$ cat src/rtl/rns_compare_mrc_seq.sv
// Sequential three-moduli RNS magnitude comparator. Operands are converted to
// mixed-radix digits (d1,d2,d3) over four clocks and the digit tuples compared.
module rns_compare_mrc_seq #(
    parameter int M1    = 9,
    parameter int M2    = 8,
    parameter int M3    = 7,
    parameter int INV12 = 1,
    parameter int INV13 = 4,
    parameter int INV23 = 1
) (
    input  logic                   clk_in,
    input  logic                   rst_n_in,
    input  logic                   start_in,
    input  logic                   mode_signed_in,
    input  logic [$clog2(M1)-1:0]  a1_in,
    input  logic [$clog2(M2)-1:0]  a2_in,
    input  logic [$clog2(M3)-1:0]  a3_in,
    input  logic [$clog2(M1)-1:0]  b1_in,
    input  logic [$clog2(M2)-1:0]  b2_in,
    input  logic [$clog2(M3)-1:0]  b3_in,
    output logic                   ready_out,
    output logic                   done_out,
    output logic                   res_le_out,
    output logic                   res_eq_out,
    output logic                   res_gr_out,
    output logic                   error_out
);

    localparam int W1   = $clog2(M1);
    localparam int W2   = $clog2(M2);
    localparam int W3   = $clog2(M3);
    localparam int WMAX = (W1 > W2) ? ((W1 > W3) ? W1 : W3) : ((W2 > W3) ? W2 : W3);
    localparam int WX   = 2 * WMAX + 1;
    localparam int M    = M1 * M2 * M3;
    localparam int WV   = $clog2(M);
    localparam int HALF = (M + 1) / 2;

    localparam logic [W1:0]   M1_C   = (W1 + 1)'(M1);
    localparam logic [W2:0]   M2_C   = (W2 + 1)'(M2);
    localparam logic [W3:0]   M3_C   = (W3 + 1)'(M3);
    localparam logic [WX-1:0] M2_X   = WX'(M2);
    localparam logic [WX-1:0] M3_X   = WX'(M3);
    localparam logic [WX-1:0] I12_X  = WX'(INV12);
    localparam logic [WX-1:0] I13_X  = WX'(INV13);
    localparam logic [WX-1:0] I23_X  = WX'(INV23);
    localparam logic [WV-1:0] M1_V   = WV'(M1);
    localparam logic [WV-1:0] M12_V  = WV'(M1 * M2);
    localparam logic [WV-1:0] HALF_V = WV'(HALF);

    typedef enum logic [1:0] {IDLE, D2, D3, CMP} state_t;

    state_t          state_q, state_d;
    logic            mode_q, mode_d, err_q, err_d;
    logic [W1-1:0]   a_d1_q, a_d1_d, b_d1_q, b_d1_d;
    logic [W2-1:0]   a_x2_q, a_x2_d, b_x2_q, b_x2_d;
    logic [W3-1:0]   a_x3_q, a_x3_d, b_x3_q, b_x3_d;
    logic [W2-1:0]   a_d2_q, a_d2_d, b_d2_q, b_d2_d;
    logic [W3-1:0]   a_d3_q, a_d3_d, b_d3_q, b_d3_d;
    logic            done_q, done_d, le_q, le_d, eq_q, eq_d, gr_q, gr_d, error_q, error_d;
    logic [WV-1:0]   xa, xb;
    logic            neg_a, neg_b, lt_u, lt;

    // ((x - y) * k) mod m with both operands reduced first; all within WX bits.
    function automatic logic [WX-1:0] sub_mul_mod(input logic [WX-1:0] x, input logic [WX-1:0] y,
                                                  input logic [WX-1:0] m, input logic [WX-1:0] k);
        logic [WX-1:0] xr, yr, diff;
        xr   = x % m;
        yr   = y % m;
        diff = (xr >= yr) ? (xr - yr) : (xr + m - yr);
        return (diff * k) % m;
    endfunction

    always_comb begin
        state_d = state_q;
        mode_d  = mode_q;
        err_d   = err_q;
        a_d1_d  = a_d1_q;  b_d1_d = b_d1_q;
        a_x2_d  = a_x2_q;  b_x2_d = b_x2_q;
        a_x3_d  = a_x3_q;  b_x3_d = b_x3_q;
        a_d2_d  = a_d2_q;  b_d2_d = b_d2_q;
        a_d3_d  = a_d3_q;  b_d3_d = b_d3_q;
        done_d  = 1'b0;
        le_d    = le_q;
        eq_d    = eq_q;
        gr_d    = gr_q;
        error_d = error_q;

        xa    = WV'(a_d1_q) + WV'(a_d2_q) * M1_V + WV'(a_d3_q) * M12_V;
        xb    = WV'(b_d1_q) + WV'(b_d2_q) * M1_V + WV'(b_d3_q) * M12_V;
        neg_a = (xa >= HALF_V);
        neg_b = (xb >= HALF_V);
        lt_u  = {a_d3_q, a_d2_q, a_d1_q} < {b_d3_q, b_d2_q, b_d1_q};
        // Differing signs: the negative operand is smaller regardless of magnitude.
        lt    = (mode_q && (neg_a != neg_b)) ? neg_a : lt_u;

        unique case (state_q)
            IDLE: begin
                if (start_in) begin
                    mode_d  = mode_signed_in;
                    a_d1_d  = a1_in;  b_d1_d = b1_in;
                    a_x2_d  = a2_in;  b_x2_d = b2_in;
                    a_x3_d  = a3_in;  b_x3_d = b3_in;
                    err_d   = ({1'b0, a1_in} >= M1_C) || ({1'b0, b1_in} >= M1_C) ||
                              ({1'b0, a2_in} >= M2_C) || ({1'b0, b2_in} >= M2_C) ||
                              ({1'b0, a3_in} >= M3_C) || ({1'b0, b3_in} >= M3_C);
                    state_d = D2;
                end
            end
            D2: begin
                a_d2_d  = W2'(sub_mul_mod(WX'(a_x2_q), WX'(a_d1_q), M2_X, I12_X));
                b_d2_d  = W2'(sub_mul_mod(WX'(b_x2_q), WX'(b_d1_q), M2_X, I12_X));
                state_d = D3;
            end
            D3: begin
                a_d3_d  = W3'(sub_mul_mod(sub_mul_mod(WX'(a_x3_q), WX'(a_d1_q), M3_X, I13_X),
                                          WX'(a_d2_q), M3_X, I23_X));
                b_d3_d  = W3'(sub_mul_mod(sub_mul_mod(WX'(b_x3_q), WX'(b_d1_q), M3_X, I13_X),
                                          WX'(b_d2_q), M3_X, I23_X));
                state_d = CMP;
            end
            CMP: begin
                error_d = err_q;
                eq_d    = !err_q && ({a_d3_q, a_d2_q, a_d1_q} == {b_d3_q, b_d2_q, b_d1_q});
                le_d    = !err_q && !eq_d && lt;
                gr_d    = !err_q && !eq_d && !lt;
                done_d  = 1'b1;
                state_d = IDLE;
            end
            default: state_d = IDLE;
        endcase
    end

    always_ff @(posedge clk_in or negedge rst_n_in) begin
        if (!rst_n_in) begin
            state_q <= IDLE;
            mode_q  <= 1'b0;
            err_q   <= 1'b0;
            a_d1_q  <= '0;  b_d1_q <= '0;
            a_x2_q  <= '0;  b_x2_q <= '0;
            a_x3_q  <= '0;  b_x3_q <= '0;
            a_d2_q  <= '0;  b_d2_q <= '0;
            a_d3_q  <= '0;  b_d3_q <= '0;
            done_q  <= 1'b0;
            le_q    <= 1'b0;
            eq_q    <= 1'b0;
            gr_q    <= 1'b0;
            error_q <= 1'b0;
        end else begin
            state_q <= state_d;
            mode_q  <= mode_d;
            err_q   <= err_d;
            a_d1_q  <= a_d1_d;  b_d1_q <= b_d1_d;
            a_x2_q  <= a_x2_d;  b_x2_q <= b_x2_d;
            a_x3_q  <= a_x3_d;  b_x3_q <= b_x3_d;
            a_d2_q  <= a_d2_d;  b_d2_q <= b_d2_d;
            a_d3_q  <= a_d3_d;  b_d3_q <= b_d3_d;
            done_q  <= done_d;
            le_q    <= le_d;
            eq_q    <= eq_d;
            gr_q    <= gr_d;
            error_q <= error_d;
        end
    end

    assign ready_out  = (state_q == IDLE);
    assign done_out   = done_q;
    assign res_le_out = le_q;
    assign res_eq_out = eq_q;
    assign res_gr_out = gr_q;
    assign error_out  = error_q;

endmodule

$ cat config.mk
export PLATFORM = sky130hd
export DESIGN_NAME = rns_compare_mrc_seq
export DESIGN_NICKNAME = d
export VERILOG_FILES = /design/src/rtl/rns_compare_mrc_seq.sv
export SDC_FILE = /design/constraint.sdc
export NUM_CORES = 1
export LEC_CHECK = 0
export ABC_AREA = 1
export CAP_MARGIN = 15
export CORE_ASPECT_RATIO = 0.8
export CORE_MARGIN = 1
export CORE_UTILIZATION = 25
export DETAILED_ROUTE_END_ITERATION = 16
export REMOVE_ABC_BUFFERS = 1
export SYNTH_ARGS = -nofsm -noshare
export SYNTH_HDL_FRONTEND = slang
export SYNTH_SLANG_ARGS = --single-unit
$ cat constraint.sdc
create_clock -name clk_in -period 16.5 [get_ports clk_in]
set_input_delay 2.475 -clock clk_in [delete_from_list [all_inputs] [get_ports clk_in]]
set_output_delay 2.475 -clock clk_in [all_outputs]
set_load 0.02 [all_outputs]
==> impl_metrics.csv <==
group,metric,value,unit
floorplan,core_area,39930,um^2
logic_synthesis,netlist.area_leader.share,18.30,%
sta,fin_worst_skew,0.004854,ns
sta,hold_violations,0,
logic_synthesis,yosys.area_share.adder,24.94,%
setup_path,cp.depth,111,
grt,grt_max_degree,42,
routing,routed_wirelength,22750,um
setup_path,required,16.66,ns
layout,diodes,0,
logic_synthesis,async_flop_share,100.0,%
routing,vias,9544,
clock_tree,cts-root-buf,"clkbuf_16",
placed_design,hpwlAfterDp,19200,um
placed_design,postPlaceCellArea,11180,um^2
logic_synthesis,synth-compound-area-share,11.56,%
setup_path,arrival,15.08,ns
setup_path,crit_path_frequent_cell,"nand2_1",
grt,grt_antenna_before_repair,0,
clock_tree,cts_buffers,5,
setup_path,cp_slowest_cell,"dfrtp_2",
setup_path,crit_buf_inv,12,
routing,remaining_drc_errors,0,
layout,syn_to_final_growth,14.12,%
floorplan,chipWidth,228.4,um
grt,grt_pass1_vias,8904,
sta,worst_pin_slew,0.9551,ns
logic_synthesis,ys_warn_count,0,
clock_tree,cts.sinks,41,
logic_synthesis,avgSynthCellArea,6.510,um^2
clock_tree,clk_path_buf_depth,2,
logic_synthesis,synth_simple_gate_area_share,34.83,%
logic_synthesis,synth_edf_count,0,
setup_path,critPathKind,"flop to flop",
run_status,status,"complete, no violations",
sta,finalMaxSlewViolations,0,
sta,min_period_over_period,90.45,%
grt,grt_usage,10.88,%
floorplan,num_io_pins,30,
floorplan,die_y,183.1,um
routing,wire_per_inst,10.53,um
setup_path,cp-start-kind,"flop",
logic_synthesis,synth_ff_type,"dfrtp_1",
clock_tree,htreeDepth,2,
clock_tree,path_clk_slew,0.07,ns
sta,setup_viol,0,
layout,fin_area,11700,um^2
logic_synthesis,synthMuxAreaShare,1.379,%
logic_synthesis,synth-seq-area-share,10.01,%
clock_tree,cts_tree,"done",
logic_synthesis,synth_cells,1575,
setup_path,path_max_fanout,6,
run,drv_cap,0,
routing,dr.pass1.iters,5,
logic_synthesis,synth_common_cells,"369 x nand2_1, 291 x inv_1, 150 x ha_1",
layout,layout-drive-gt1-share,13.78,%
setup_path,cp-end-kind,"flop",
routing,ant_nets,0,
layout,n_fill_cell,4293,
floorplan,num_rows,65,
grt,grt_pass1_wl,39700,um
worst_hold_path,hold_class,"flop to flop",
logic_synthesis,syn_area,10250,um^2
floorplan,start_util,25.68,%
placed_design,globalplace.congestion,0.8208,
logic_synthesis,synthTopCellsByArea,"ha_1 18%, nand2_1 14%, inv_1 11%",
logic_synthesis,synth_top_family_by_area,"simple AND/OR/NAND/NOR gates",
grt,grt-ovfl-total,0,
setup_path,crit_family,"simple AND/OR/NAND/NOR gates",
logic_synthesis,synth_most_common_cell,"nand2_1",
sta,period_minus_slack,14.92,ns
sta,max_freq,0.06700,GHz
layout,multi_input_area,8229,um^2
placed_design,io_buffers,29,
floorplan,die_area,41830,um^2
logic_synthesis,synthXorXnorAreaFrac,5.455,%
logic_synthesis,synth.largest_area_cell,"ha_1",
routing,vias_per_cell,4.416,
layout,nets,1832,
layout,final_util,29.30,%
routing,drt_iter0_markers,475,
logic_synthesis,yosys_register_bits,41,
clock_tree,clk-insertion-delay-late,0.29,ns
layout,regArea,1035,um^2
sta,slew_headroom,36.33,%
setup_path,critPathMaxStageDelay,0.46,ns
logic_synthesis,yosys.cell_types.count,59,
setup_path,r2r_cells,111,
worst_hold_path,min_path_cells,2,
[cells by family after synthesis]
logic type,after synthesis
adders and majority gates,184
AOI/OAI and AO/OA,203
buffers and inverters,320
muxes,13
and+or+nand+nor,751
xor gates and xnor gates,63
DFF,41
[layout make-up]
class / count / area share [%]
Inverter: 312 / 10.03
Sequential cell: 41 / 8.843
Clock inverter: 3 / 0.1818
Tap cell: 536 / 5.731
Multi-Input combinational cell: 1214 / 70.33
Timing Repair Buffer: 50 / 3.817
Clock buffer: 5 / 1.069
[sequential cells by signal, summed over array words and instances (netlist names), 2 cells and up]
signal and count:
state_q 2, b_d2_q 3, b_d3_q 3, a_d2_q 3
a_x2_q 3, b_d1_q 4, b_x2_q 3, a_d1_q 4
a_d3_q 3, a_x3_q 3, b_x3_q 3
[repair_timing]
item                                   in CTS  in global routing
setup endpoints to repair                   0                  6
buffers inserted                            0                 19
hold buffers                                0                  0
endpoints found under the hold margin       0                  0
resized for setup                           0                 71
[worst paths after layout]
path                                        startpoint                     end  slack (ns)
worst max register to register   b_d1_q[1]$_DFFE_PN0P_   b_d3_q[0]$_DFFE_PN0P_        1.58
min in group asynchronous                     rst_n_in   b_x3_q[1]$_DFFE_PN0P_        2.33
worst min-delay path            res_eq_out$_DFFE_PN0P_  res_eq_out$_DFFE_PN0P_        0.50
worst min register to register  res_eq_out$_DFFE_PN0P_  res_eq_out$_DFFE_PN0P_        0.50
worst max-delay path             b_d1_q[1]$_DFFE_PN0P_   b_d3_q[0]$_DFFE_PN0P_        1.58
max in group asynchronous                     rst_n_in   a_d1_q[2]$_DFFE_PN0P_       13.50
[layout by cell type, fill, tap and decap left out, types with 9 or more instances in the layout]
master	n
nand2_1	363
inv_1	290
ha_1	139
nor2_1	112
nand3_1	111
a21oi_1	59
o21ai_0	48
nand2_2	40
xor2_1	37
fa_1	34
dfrtp_1	34
nand3_2	31
nand4_1	29
o21ai_1	28
clkdlybuf4s50_1	28
buf_4	20
xnor2_1	19
inv_2	18
o21ai_2	18
nor3_1	10
mux2_2	9
ha_2	9
[tightest hold or removal path: stages (launching register included)]
cell	delay, ns
dfrtp_1	0.35
nand2_1	0.06
o31ai_1	0.06
[stage by stage]
step | worst slack, ns | setup TNS [ns] | hold WS [ns] | std cells
final | 1.576 | 0 | 0.5003 | 2161
after global routing | -0.1142 | -0.3290 | 0.5339 | 2161
after CTS | 0.5421 | 0 | 0.4983 | 2142
after detailed placement | 0.6287 | 0 | 0.4785 | 2134
after global placement | 0.9139 | 0 | 0.4885 | 2134
after floorplan | 2.742 | 0 | 0.4545 | 1567
[metal layers]
metal	up-vias	wire, um	part of all wire, %	track usage (%)
li1	5142	-	-	-
met1	4315	12200	54	15.73
met2	83	10090	44	18.32
met3	4	412	1.8	0.8396
met4	0	53	0.23	0.6443
met5	-	0	0	0
Power is left out: the tool's default activity adds up to more than one toggle a clock period on the data nets, which glitch-free logic cannot reach.
